[src/rtl/display_share_arbiter.sv]
// ============================================================================
// Module   : display_share_arbiter
// Purpose  : Round-robin owner selection for one shared 4-bit display path,
//            with a minimum hold time before ownership may rotate.
// Revision : 1.0 - initial release
// ============================================================================
`default_nettype none

module display_share_arbiter #(
    parameter int NREQ        = 4,
    parameter int HOLD_CYCLES = 50000000,
    localparam int OW         = $clog2(NREQ)
) (
    input  logic              clk,
    input  logic              rst_n,
    input  logic [NREQ-1:0]   req,
    input  logic [4*NREQ-1:0] val,
    output logic [NREQ-1:0]   grant,
    output logic [OW-1:0]     owner,
    output logic [3:0]        disp_val,
    output logic              blank,
    output logic              hold_done
);

    localparam int             CW     = (HOLD_CYCLES > 1) ? $clog2(HOLD_CYCLES) : 1;
    localparam logic [CW-1:0]  c_cmax = CW'(HOLD_CYCLES - 1);
    localparam logic [NREQ-1:0] c_one = {{(NREQ-1){1'b0}}, 1'b1};

    typedef enum logic [0:0] {
        ST_IDLE  = 1'b0,
        ST_OWNED = 1'b1
    } state_t;

    state_t            r_state;
    logic [NREQ-1:0]   r_grant;
    logic [OW-1:0]     r_owner;
    logic [OW-1:0]     r_last;
    logic [3:0]        r_disp_val;
    logic              r_blank;
    logic              r_hold_done;
    logic [CW-1:0]     r_cnt;

    logic [NREQ-1:0]   w_cand;
    logic [OW-1:0]     w_base;
    logic [OW-1:0]     w_winner;
    logic              w_any;

    // First set bit of r in the order base+1, base+2, ... modulo NREQ.
    function automatic logic [OW-1:0] pick(input logic [NREQ-1:0] r,
                                           input logic [OW-1:0]   base);
        logic [OW-1:0] res;
        int            idx;
        res = base;
        for (int i = NREQ; i >= 1; i--) begin
            idx = int'(base) + i;
            if (idx >= NREQ) idx = idx - NREQ;
            if (r[idx[OW-1:0]]) res = idx[OW-1:0];
        end
        return res;
    endfunction

    // While owned, only the other requesters compete; the owner is scanned last.
    always_comb begin
        w_cand   = (r_state == ST_IDLE) ? req : (req & ~r_grant);
        w_base   = (r_state == ST_IDLE) ? r_last : r_owner;
        w_any    = |w_cand;
        w_winner = pick(w_cand, w_base);
    end

    always_ff @(posedge clk or negedge rst_n) begin
        if (!rst_n) begin
            r_state     <= ST_IDLE;
            r_grant     <= '0;
            r_owner     <= '0;
            r_last      <= OW'(NREQ - 1);
            r_disp_val  <= 4'h0;
            r_blank     <= 1'b1;
            r_hold_done <= 1'b0;
            r_cnt       <= '0;
        end else begin
            case (r_state)
                ST_IDLE: begin
                    if (w_any) begin
                        r_state     <= ST_OWNED;
                        r_grant     <= c_one << w_winner;
                        r_owner     <= w_winner;
                        r_disp_val  <= val[{w_winner, 2'b00} +: 4];
                        r_blank     <= 1'b0;
                        r_hold_done <= 1'b0;
                        r_cnt       <= '0;
                    end
                end
                ST_OWNED: begin
                    if (r_hold_done && w_any) begin
                        r_last      <= r_owner;
                        r_grant     <= c_one << w_winner;
                        r_owner     <= w_winner;
                        r_disp_val  <= val[{w_winner, 2'b00} +: 4];
                        r_hold_done <= 1'b0;
                        r_cnt       <= '0;
                    end else if (r_hold_done && !req[r_owner]) begin
                        r_state     <= ST_IDLE;
                        r_last      <= r_owner;
                        r_grant     <= '0;
                        r_owner     <= '0;
                        r_disp_val  <= 4'h0;
                        r_blank     <= 1'b1;
                        r_hold_done <= 1'b0;
                        r_cnt       <= '0;
                    end else begin
                        r_disp_val  <= val[{r_owner, 2'b00} +: 4];
                        r_hold_done <= r_hold_done | (r_cnt == c_cmax);
                        if (r_cnt != c_cmax) r_cnt <= r_cnt + CW'(1);
                    end
                end
                default: r_state <= ST_IDLE;
            endcase
        end
    end

    assign grant     = r_grant;
    assign owner     = r_owner;
    assign disp_val  = r_disp_val;
    assign blank     = r_blank;
    assign hold_done = r_hold_done;

endmodule

`default_nettype wire

[config.mk]
export PLATFORM = sky130hd
export DESIGN_NAME = display_share_arbiter
export DESIGN_NICKNAME = d
export VERILOG_FILES = /design/src/rtl/display_share_arbiter.sv
export SDC_FILE = /design/constraint.sdc
export NUM_CORES = 1
export LEC_CHECK = 0
export CAP_MARGIN = 5
export CORE_ASPECT_RATIO = 1.2
export CORE_MARGIN = 4
export CORE_UTILIZATION = 25
export CTS_CLUSTER_DIAMETER = 100
export DETAILED_ROUTE_END_ITERATION = 10
export PLACE_DENSITY_LB_ADDON = 0.12
export SYNTH_ARGS = -nofsm -noshare
export SYNTH_HDL_FRONTEND = slang
export SYNTH_SLANG_ARGS = --single-unit
[constraint.sdc]
create_clock -name clk -period 2.1 [get_ports clk]
set_clock_uncertainty 0.2 [all_clocks]
set_input_delay 0.42 -clock clk [delete_from_list [all_inputs] [get_ports clk]]
set_output_delay 0.42 -clock clk [all_outputs]
set_load 0.01 [all_outputs]
==> reports/metrics.csv, run 1 <==
metric;value;unit
outcome;finished with violations;
violated checks;negative setup slack;
met3 WL;263;µm
Mapped Avg Cell Area;9.573;µm²
top sig layer;met4;
worst ir drop on vdd;0.3289;mV
Synth area leader;dfrtp_1;
Sink Count;41;
Num CTS Buffers;5;
CP Max Fanout;8;
Syn Inst Count;261;
GRT overflow;0;
Final Cycle Share;109.5;%
layout cells sized above 1;43.38;%
DIE HEIGHT;117.5;µm
cell row count;39;
Final min period;2.299;ns
Hold Startpoint;blank;
Worst Max-Slew Pin Slew;0.4365;ns
Synth Warn #;0;
dominant synthesized flop cell;dfrtp_1;
top post-synthesis cells by area;dfrtp_1 38%, nand2_1 5.7%, mux2i_1 5.2%;
WL met2;4248;µm
First-pass DRT Iterations;4;
Worst Path Arrival;2.27;ns
Final GP Congestion;0.7349;
Critical R2R Launch;r_cnt[8];
Critical Path Source;r_cnt[8];
IO Port Bufs;33;
initial antenna violation count;0;
Worst-path clk slew;0.06;ns
Die Wd;99.26;µm
Core Area;9662;µm²
crit path launch type;flip-flop;
CP max stage delay;0.58;ns
Post-Syn Nets;284;
mean routed wirelength per cell;15.91;µm
crit end category;flip-flop;
Final HPWL DP;5478;µm
most frequent cells in the layout;70 x buf_4, 35 x dfrtp_1, 27 x clkdlybuf4s50_1;
CP Cell Sequence;or4b_4 > o41a_4 > buf_4 > o21ai_2 > xor2_1 > nor2_1;
Yosys reg bits;41;
gr usage total;14.28;%
Clock Path Buffers;2;
sequential area share after synthesis;41.21;%
via count;2491;
Mapped Area;2499;µm²
first-pass GRT wire length;13460;µm
CTS tree;yes;
Synth top area share;38.06;%
CP max stage cell;or4b_4;
number of global-route vias before repair;2631;
CP required;2.07;ns
Final #Nets;407;
Synth cell types;53;
PwrDens;490.4;nW/µm²
Design Power;2.063;mW
# DRC;0;
DRT iter0 DRCs;88;
# diodes;0;
drt total wl;8081;µm
via/cell ratio;4.904;
Hold WC Path Type;flip-flop to flip-flop;
starting density of the core;25.86;%
Setup TNS;-1.995;ns
Final Worst Setup Slack;-0.1987;ns
Final ANT Viol Nets;0;
worst-skew pair later-pin latency;0.29;ns
clock root buffer master;clkbuf_16;
RSZ-0062 raised after global routing;true;
# setup viols final;17;
Max Freq;435.0;MHz
Layout area overhead;68.40;%
R2R depth;6;
WS Path Type;flip-flop to flip-flop;
hold path depth;2;
Die Area;11660;µm²
headroom to the max-slew limit;70.70;%
routed metal-1 wire length;3352;µm
H-tree Lvls;2;
pin count of the biggest net entering global routing;26;
Pleak;1.857;nW
Max-cap violations;0;
I/O pin cnt;34;
commonest non-fill, non-tap cell in the layout;buf_4;
Max Slew Vio Count;0;
Hold Vio Cnt, Final;0;
async set-reset flop share out of synthesis;100.0;%
Post-synth EDFFs;0;
[final timing paths]
| path | endpoint | slack [ns] |
|---|---|---|
| max | r_cnt[11] | -0.20 |
| min | blank | 0.31 |
| max reg2reg | r_cnt[11] | -0.20 |
| min reg2reg | blank | 0.31 |
| max in group asynchronous | r_last[0] | 0.74 |
| min in group asynchronous | r_cnt[17] | 0.41 |
[cells in the mapped netlist (4+ instances only)]
cell type / count
nor3_1: 4
nand2b_1: 4
mux2i_1: 13
dfrtp_1: 38
and3_1: 5
xor2_1: 12
buf_2: 5
o21ai_1: 12
and2_1: 4
nand3_1: 5
o221ai_1: 4
o211ai_1: 4
a21oi_1: 6
nor4_1: 4
o21ai_0: 5
nor2_1: 27
a22oi_1: 4
nand4_1: 5
nand2_1: 38
mux4_2: 4
inv_1: 6
o2111ai_1: 5
[metal layers]
metal	GRT usage, %	vias to the layer above
met5	0	-
met4	4.697	0
met3	2.608	13
met2	25.63	55
met1	16.89	1214
li1	-	1209
[worst max-delay path, delay by kind of cell (launching register included)]
family | cells | cell delay [ns]
xor+xnor | 1 | 0.15
simple gates | 2 | 0.63
flops | 1 | 0.37
buf+inv | 1 | 0.16
compound gates | 2 | 0.67
[where the power goes]
part | internal (mW) | total, mW | leakage, nW | switching [mW]
logic | 0.142 | 0.245 | 1.25 | 0.103
registers | 0.802 | 0.812 | 0.510 | 0.00999
clock network | 0.679 | 1.01 | 0.0938 | 0.327
[cells by family (layout without fill, tap and decap cells)]
logic type               Yosys count  in the layout  share of synthesized area (%)
multiplexers                      21             21                          10.77
AND/OR/NAND/NOR                  112            112                          22.53
AO/OA/AOI/OAI                     53             56                          15.87
XOR/XNOR                          15             15                          5.258
buffers and inverters             18            139                          3.856
flip-flops                        41             41                          41.21
adder cells (fa/ha/maj)            1              1                         0.5007
[area by class of cell]
type / count / area (µm²)
clock buffers: 5 / 125.1
clock inverters: 3 / 65.06
fillers: 969 / 5454
inverters: 8 / 32.53
multi-input cells: 205 / 1685
flip-flops and latches: 41 / 1033
well taps: 123 / 153.9
repair buffers: 123 / 1112
[registers in the layout (all words and copies together), names as in the netlist]
name / count
blank: 1
owner: 2
grant: 4
hold_done: 1
disp_val: 4
r_state: 1
r_cnt: 26
r_last: 2
[stage by stage]
step / cell area, µm² / std cells / setup WS (ns) / utilization [%] / hold slack, ns
after global placement: 3520 / 482 / -0.5621 / 36.43 / 0.1914
after global routing: 4208 / 508 / -0.2748 / 43.55 / 0.3395
final: 4208 / 508 / -0.1987 / 43.55 / 0.3135
after floorplan: 2521 / 261 / -0.06249 / - / -0.07559
after detailed placement: 3520 / 482 / -0.5937 / 36.43 / 0.1877
after CTS: 4061 / 505 / -0.2073 / 42.04 / 0.3171
[timing repair]
item,4_1_cts,5_1_grt
cloned,4,0
hold endpoints to repair,15,0
gates resized for setup,51,32
pin swaps,21,17
setup endpoints to repair,39,36
buffers inserted,11,5
hold buffers,1,0
Power figures use the tool's default switching activity.
==> run 2, diff against run 1 <==
Clock period 2.1 ns to 2.6 ns, I/O delays scaled along.
==> run 2 against run 1 <==
  * The flow now finishes without violations
  * Sequential share of layout area up 6.0 points
  * Highest routed layer unchanged
  * Clock-buffer cell count unchanged
  * Setup slack better by 0.28 ns
  * Combinational power down 35%
  * Core utilization down 8.7 points
  * First-iteration DRC count down 48%
  * Largest cell class unchanged
==> reports/metrics.csv, run 2 (same netlist as run 1, synthesis figures left out) <==
metric;value;unit;change
outcome;completed;;was finished with violations
initial antenna violation count;0;;unchanged
clock root buffer master;clkbuf_16;;unchanged
Pleak;1.457;nW;was 1.857 nW
Final ANT Viol Nets;0;;unchanged
CP required;2.57;ns;was 2.07 ns
GRT overflow;0;;unchanged
fin util;34.85;%;was 43.55%
Hold Vio Cnt, Final;0;;unchanged
WS Path Type;input pin to flip-flop;;was flip-flop to flip-flop
starting density of the core;25.86;%;unchanged
gr usage total;11.91;%;was 14.28%
Critical R2R Launch;r_cnt[0];;was r_cnt[8]
# placed instances;436;;was 482
dpl ws;-0.2510;ns;was -0.5937 ns
# DRC;0;;unchanged
Core Area;9662;µm²;unchanged
DRT iter0 DRCs;46;;was 88
Max-cap violations;0;;unchanged
CP max stage delay;0.52;ns;was 0.58 ns
CTS tree;yes;;unchanged
Critical Path Source;req[1];;was r_cnt[8]
DIE HEIGHT;117.5;µm;unchanged
drt total wl;6615;µm;was 8081 µm
CP max stage cell;clkdlybuf4s50_1;;was or4b_4
cell row count;39;;unchanged
# diodes;0;;unchanged
Worst Max-Slew Pin Slew;0.5730;ns;was 0.4365 ns
Worst-path clk slew;0.06;ns;about the same
worst-skew pair later-pin latency;0.29;ns;about the same
Final GP Congestion;0.7753;;was 0.7349
Num CTS Buffers;5;;unchanged
first-pass GRT wire length;11190;µm;was 13460 µm
IO Port Bufs;33;;unchanged
# setup viols final;0;;was 17
I/O pin cnt;34;;unchanged
crit end category;flip-flop;;unchanged
mean routed wirelength per cell;14.77;µm;was 15.91 µm
Sink Count;41;;unchanged
non-filler instance count after layout;448;;was 508
PwrDens;424.2;nW/µm²;was 490.4 nW/µm²
Layout area overhead;34.75;%;was 68.40%
Final Worst Setup Slack;0.07709;ns;was -0.1987 ns
CP Max Fanout;9;;was 8
Max Freq;396.4;MHz;
Design Power;1.428;mW;was 2.063 mW
Final #Nets;347;;was 407
area of the multi-input gates;1383;µm²;was 1685 µm²
Final Cycle Share;97.04;%;
max FFs per register;26;;unchanged
via/cell ratio;4.772;;was 4.904
crit path launch type;input pin;;was flip-flop
CP Cell Sequence;clkdlybuf4s50_1 > mux2i_1 > mux2_4 > o311a_4 > buf_12 > buf_4 > o21ai_1 > xor2_1 > nor2_1;;was or4b_4 > o41a_4 > buf_4 > o21ai_2 > xor2_1 > nor2_1
Die Wd;99.26;µm;unchanged
Worst Path Arrival;2.50;ns;was 2.27 ns
Hold WC Path Type;input pin to async pin;;was flip-flop to flip-flop
pin count of the biggest net entering global routing;25;;was 26
Final min period;2.523;ns;
family with the most delay on the worst path;buffers and inverters;;was compound AO/OA/AOI/OAI gates
headroom to the max-slew limit;61.80;%;was 70.70%
number of global-route vias before repair;2222;;was 2631
Final HPWL DP;5071;µm;was 5478 µm
worst ir drop on vdd;0.2021;mV;was 0.3289 mV
crit path buf inv count;3;;was 1
CTS Hold Bufs;0;;was 1
most frequent cells in the layout;38 x nand2_1, 38 x dfrtp_1, 30 x clkdlybuf4s50_1;;was 70 x buf_4, 35 x dfrtp_1, 27 x clkdlybuf4s50_1
via count;2138;;was 2491
register area;1030;µm²;was 1033 µm²
Die Area;11660;µm²;unchanged
Max Slew Vio Count;0;;unchanged
H-tree Lvls;2;;unchanged
fillcell total;1017;;was 969
Clock Path Buffers;2;;unchanged
First-pass DRT Iterations;4;;unchanged
layout cells sized above 1;20.00;%;was 43.38%
largest register by flop count;r_cnt;;unchanged
## run 2: changes by cell type in the layout (fill, tap and decap cells not counted), sizes merged, moves of 2 or more
cell	delta
dlygate4sd2	-4
buf	-55
o311a	-2
clkdlybuf4s50	+3
bufinv	-2
## run 2: metal layers
metal  share of wire (%)  vias up  GRT usage [%]
met5                   0        -              0
met4                 1.8        0          4.014
met3                 3.4        9          2.549
met2                  50       33          20.46
met1                  45     1010          14.62
li1                    -     1086              -
## run 2: repair_timing
action | CTS | global route
resized for setup | 0 | 4
setup buffers | 0 | 4
hold endpoints to repair | 0 | 0
setup endpoints to repair | 0 | 2
## run 2: cell type report
class | count | area share (%)
inverters | 8 | 0.8919
repair buffers | 66 | 18.65
clock inverters | 3 | 0.5203
flip-flops and latches | 41 | 30.58
well taps | 123 | 4.571
multi-input cells | 202 | 41.06
clock buffers | 5 | 3.716
## run 2: report_power, final
group	leakage (nW)	switching, mW	internal [mW]
Combinational	0.876	0.0677	0.0927
Sequential	0.511	0.00823	0.647
Clock	0.0696	0.260	0.352
Total	1.46	0.336	1.09
## run 2: through the flow
stage	cell area, µm²	TNS [ns]	hold slack, ns
floorplan	2499	0	0.02441
global placement	3179	-2.305	0.2689
detailed placement	3179	-2.520	0.2734
CTS	3322	0	0.05649
global route	3367	-0.003385	0.07250
finish	3367	0	0.02294
## run 2: worst paths after layout
check / endpoint / slack [ns] / cells after the start
hold reg to reg: r_cnt[1] / 0.28 / 2
max in group asynchronous: blank / 1.55 / 2
hold / removal: r_cnt[24] / 0.02 / 1
min in group clk: r_cnt[1] / 0.28 / 2
setup / recovery: r_cnt[4] / 0.08 / 9
setup reg to reg: r_cnt[13] / 0.10 / 9
## run 2: worst register-to-register path, delay by kind of cell, from the launching register on
kind | cells | cell delay, ns
buffers and inverters | 2 | 0.31
and+or+nand+nor | 4 | 0.54
xor gates and xnor gates | 1 | 0.17
AOI/OAI and AO/OA | 1 | 0.59
adders and majority gates | 1 | 0.20
DFF | 1 | 0.38
==> variant 1 (config.mk and constraints of run 2) <==
`NREQ`: 4 -> 8.
--- a/src/rtl/display_share_arbiter.sv
+++ b/src/rtl/display_share_arbiter.sv
@@ -9,3 +9,3 @@
 module display_share_arbiter #(
-    parameter int NREQ        = 4,
+    parameter int NREQ        = 8,
     parameter int HOLD_CYCLES = 50000000,
Ports: changed (resized grant, owner, req and val); port bits go from 34 to 59. No check against the original RTL was run, so the function may have changed too.
==> variant 1 against run 2 <==
Register-to-register slack worse by 1.1 ns. Wire length grew to 2.5 times the old value. Total power is 44% higher. Clock power is 11% higher. The flow now finishes with violations (setup timing). Cell area is 110% higher. Synthesized cell count is 80% higher. Count of clock-buffer cells in the layout is 1 higher. Worst setup slack worse by 1.1 ns. Non-clock buffer count is 163 higher. Critical path type is now register to register. Combinational power grew to 3.5 times the old value. Maximum frequency is 30% lower. Sequential cell count is 6 higher. Area after synthesis is 63% higher.
==> variant 1: results (changes against run 2) <==
| Metric | Value |
|---|---|
| Status | `complete, but fails checks` |
| Violated checks | `setup timing` |
| Layout Nets | `732 (+110%)` |
| Synth top cells by count | `nand2_1 (71), nor2_1 (52), dfrtp_1 (43), nand3_1 (30), mux2i_1 (23)` |
| CP endpoint | `disp_val[3]` |
| Synth area leaders | `dfrtp_1 (26%), mux4_2 (6.7%), nand2_1 (6.6%), mux2i_1 (5.7%), nor2_1 (4.8%)` |
| HPWL Detailed | `12.3 mm (+140%)` |
| Post-Route WL | `16.6 mm (+150%)` |
| Placed cells | `852 (+95%)` |
| Vias in the first global route | `4729 (+110%)` |
| Layout cells sized above 1 | `46.2% (+26 points)` |
| Sequential area share after synthesis | `29.1% (-12 points)` |
| Setup Crit Path Kind | `register to register` |
| DP Worst Slack | `-1.50 ns (-1.25 ns)` |
| Mapped Nets | `515 (+81%)` |
| DP Area | `0.00594 mm² (+87%)` |
| DR vias/cell | `5.10 (+6.9%)` |
| Final setup viols | `29 (+29)` |
| Setup total negative slack | `-14.36 ns (-14.36 ns)` |
| Crit path DAT | `3.58 ns (+1.08 ns)` |
| Pin count of the biggest net entering global routing | `22 (-12%)` |
| First-pass GRT wire length | `25.8 mm (+130%)` |
| Synth cell types | `74 (+40%)` |
| Leakage | `3.04 nW (+110%)` |
| R2R Path Start | `r_state` |
| Setup WS post-layout | `-1.00 ns (-1.08 ns)` |
| Iteration-0 DRC Markers | `239 (+420%)` |
| Non-Filler Instances | `896 (+100%)` |
| Tot GR Track Use | `17.5% (+5.6 points)` |
[variant 1: power groups by stage]
stage	registers (mW)	logic [mW]	clock network, mW
2_1_floorplan	0.838	0.206	0
3_3_place_gp	0.834	0.464	0
3_5_place_dp	0.836	0.472	0
4_1_cts	0.824	0.528	0.703
5_1_grt	0.832	0.598	0.739
6_report	0.823	0.558	0.681
[variant 1: final cells by class]
| cell class | instances | area [µm²] |
|---|---|---|
| clock buffer | 6 | 139 |
| clock inverter | 2 | 16.3 |
| fill | 1569 | 8690 |
| inverter | 12 | 53.8 |
| multi-input combinational | 392 | 3320 |
| sequential | 47 | 1180 |
| tap | 208 | 260 |
| timing repair buffer | 229 | 2100 |
[variant 1: repair_timing]
item                                    CTS  global route
hold buffers                              1             0
buffers inserted                         31            10
endpoints found under the setup margin   45            46
cloned                                    4             1
resized for setup                       115            56
pin swaps                                35            29
hold endpoints to repair                 19             0
[variant 1: logic make-up after synthesis]
family,Yosys count,synth area share [%]
compound gates,100,18.3
xor+xnor,28,6.41
fa+ha+maj,3,0.924
buf+inv,32,4.00
flops,47,29.1
mux,46,15.7
simple gates,214,25.6
[variant 1: per-layer routing]
layer  part of all wire [%]  global-route usage, %  vias up
met5                      0                      0        -
met3                    2.9                   2.10       25
met1                     39                   20.2     2279
met2                     56                   33.7       98
li1                       -                      -     2169
met4                    2.0                   4.66        0
[variant 1: critical path, cell delays in order (launching register included)]
cell and delay (ns):
dfrtp_2 0.48, buf_6 0.16, mux2i_4 0.32, mux4_2 0.62
nor2_2 0.12, buf_4 0.12, nor2_4 0.05, a211oi_4 0.32
o21ai_4 0.11, nor3_4 0.26, buf_4 0.16, nand2_1 0.05
a32o_1 0.23, o41ai_2 0.29
==> variant 2 (settings of run 2) <==
Made on the original files. Reset style: synchronous (`rst_n`), changed in one clocked block.
--- a/src/rtl/display_share_arbiter.sv
+++ b/src/rtl/display_share_arbiter.sv
@@ -69,3 +69,3 @@
 
-    always_ff @(posedge clk or negedge rst_n) begin
+    always_ff @(posedge clk) begin
         if (!rst_n) begin
Check against the original RTL: differs if rst_n is asserted again (counterexample within 4 cycles, from zero or initial values and one cycle with rst_n low); with rst_n held inactive, the same outputs for 10 cycles.
==> variant 2 against run 2 <==
Global-route usage grew 1.3 points. Largest cell class unchanged. Area after synthesis decreased by 4.4%. Cell area is 1.8% higher. Sequential cell count unchanged. Wire length rose by 9.6%. Worst setup slack improved by 0.068 ns. Critical path depth decreased by 1. Die area down 4.1%.
Power is not compared: it rests on default switching activity, and its combinational part moved more than twofold at a synthesized area within 25%.
==> variant 2: results (changes against run 2) <==
| Metric | Value |
|---|---|
| DP Area | `0.00317 mm² (-0.16%)` |
| Layout cells sized above 1 | `23.4% (+3.4 points)` |
| Tot GR Track Use | `13.2% (+1.3 points)` |
| Met3 track demand over resource | `2.79% (+0.24 points)` |
| Non-Filler Instances | `475 (+6.0%)` |
| Post-synthesis adder-cell area fraction | `0.524% (+0.023 points)` |
| Synth area leaders | `dfxtp_1 (34%), xor2_1 (5.5%), nor2_1 (4.9%), mux4_2 (4.7%), nand3_1 (3.4%)` |
| Mux cell area share after synthesis | `6.86% (-3.9 points)` |
| Crit path DAT | `2.45 ns (-0.05 ns)` |
| Die footprint | `0.0112 mm² (-4.1%)` |
| Placed cells | `460 (+5.5%)` |
| First-pass GRT wire length | `12.0 mm (+7.2%)` |
| Status | `finished, final reports clean` |
| CP max FO | `11 (+2)` |
| Mapped Nets | `296 (+4.2%)` |
| Asr flop ratio synth | `0% (-100 points)` |
| Syn avg cell area | `8.75 µm² (-8.6%)` |
| Setup Crit Path Kind | `register to register` |
| Pin count of the biggest net entering global routing | `14 (-44%)` |
| Flop2flop setup slack | `0.15 ns (+0.05 ns)` |
| Post-synthesis xor/xnor area fraction | `6.23% (+0.98 points)` |
| Vias in the first global route | `2427 (+9.2%)` |
| Clock transition at path regs | `0.08 ns (+0.02 ns)` |
| Grt met2 use | `23.6% (+3.2 points)` |
| Slowest cell delay on critical path | `0.61 ns (+0.09 ns)` |
| Measured slew at the worst slew-check pin | `0.463 ns (-0.110 ns)` |
| Layout Nets | `378 (+8.9%)` |
| HPWL Detailed | `5.42 mm (+6.8%)` |
## variant 2: cell count changes in the layout (fill, tap and decap cells not counted), sizes merged, moves of 6 or more
cell          run 2  this run
dfrtp            38         0
nor2             27        33
buf              34        53
nand3             5        16
mux2i            13         4
dfxtp             0        41
nand2            38        20
a32o              0         6
## variant 2: worst min path at each step
stage          startpoint         to  slack, ns
3_5_place_dp    r_last[1]  r_last[1]       0.29
5_1_grt         r_cnt[15]  r_cnt[15]       0.35
6_report        r_last[1]  r_last[1]       0.31
3_3_place_gp    r_last[1]  r_last[1]       0.28
4_1_cts         r_cnt[17]  r_cnt[17]       0.31
2_1_floorplan   r_last[1]  r_last[1]       0.26
## variant 2: where the power goes
group / switching, mW / internal [mW] / total (mW)
clock network: 0.234 / 0.280 / 0.514
registers: 0.0216 / 0.650 / 0.672
logic: 0.173 / 0.223 / 0.397
## variant 2: area by class of cell
class / count / share of cell area, %
repair buffers: 86 / 23.3
clock buffers: 5 / 2.01
flip-flops and latches: 41 / 23.9
multi-input cells: 214 / 44.6
well taps: 120 / 4.38
inverters: 7 / 0.766
clock inverters: 2 / 1.02
## variant 2: layer usage
metal  vias to the layer above  wire (µm)
met4                         0        102
li1                       1205          -
met1                      1124       3250
met5                         -          0
met2                        36       3670
met3                         8        219
## variant 2: kinds of logic after synthesis
kind of cell             Yosys count
AO/OA/AOI/OAI                     78
XOR/XNOR                          17
adder cells (fa/ha/maj)            1
buffers and inverters             19
flip-flops                        41
multiplexers                      10
AND/OR/NAND/NOR                  107
## variant 2: stage by stage
| step | util (%) | setup WS (ns) |
|---|---|---|
| floorplan | - | 0.0767 |
| finish | 37.4 | 0.145 |
| CTS | 36.7 | 0.0170 |
| detailed placement | 34.6 | -0.370 |
| global route | 37.4 | 0.0243 |
| global placement | 34.6 | -0.350 |
## variant 2: timing repair
action,CTS,global route
setup buffers,5,2
cloned,1,0
endpoints found under the setup margin,2,28
gates resized for setup,5,11
endpoints found under the hold margin,0,0
pin swaps,4,4
## variant 2: critical path, delay by kind of cell, from the launching register on
kind / cells / cell delay [ns]
AOI/OAI and AO/OA: 4 / 0.97
buffers and inverters: 2 / 0.36
DFF: 1 / 0.61
and+or+nand+nor: 2 / 0.20
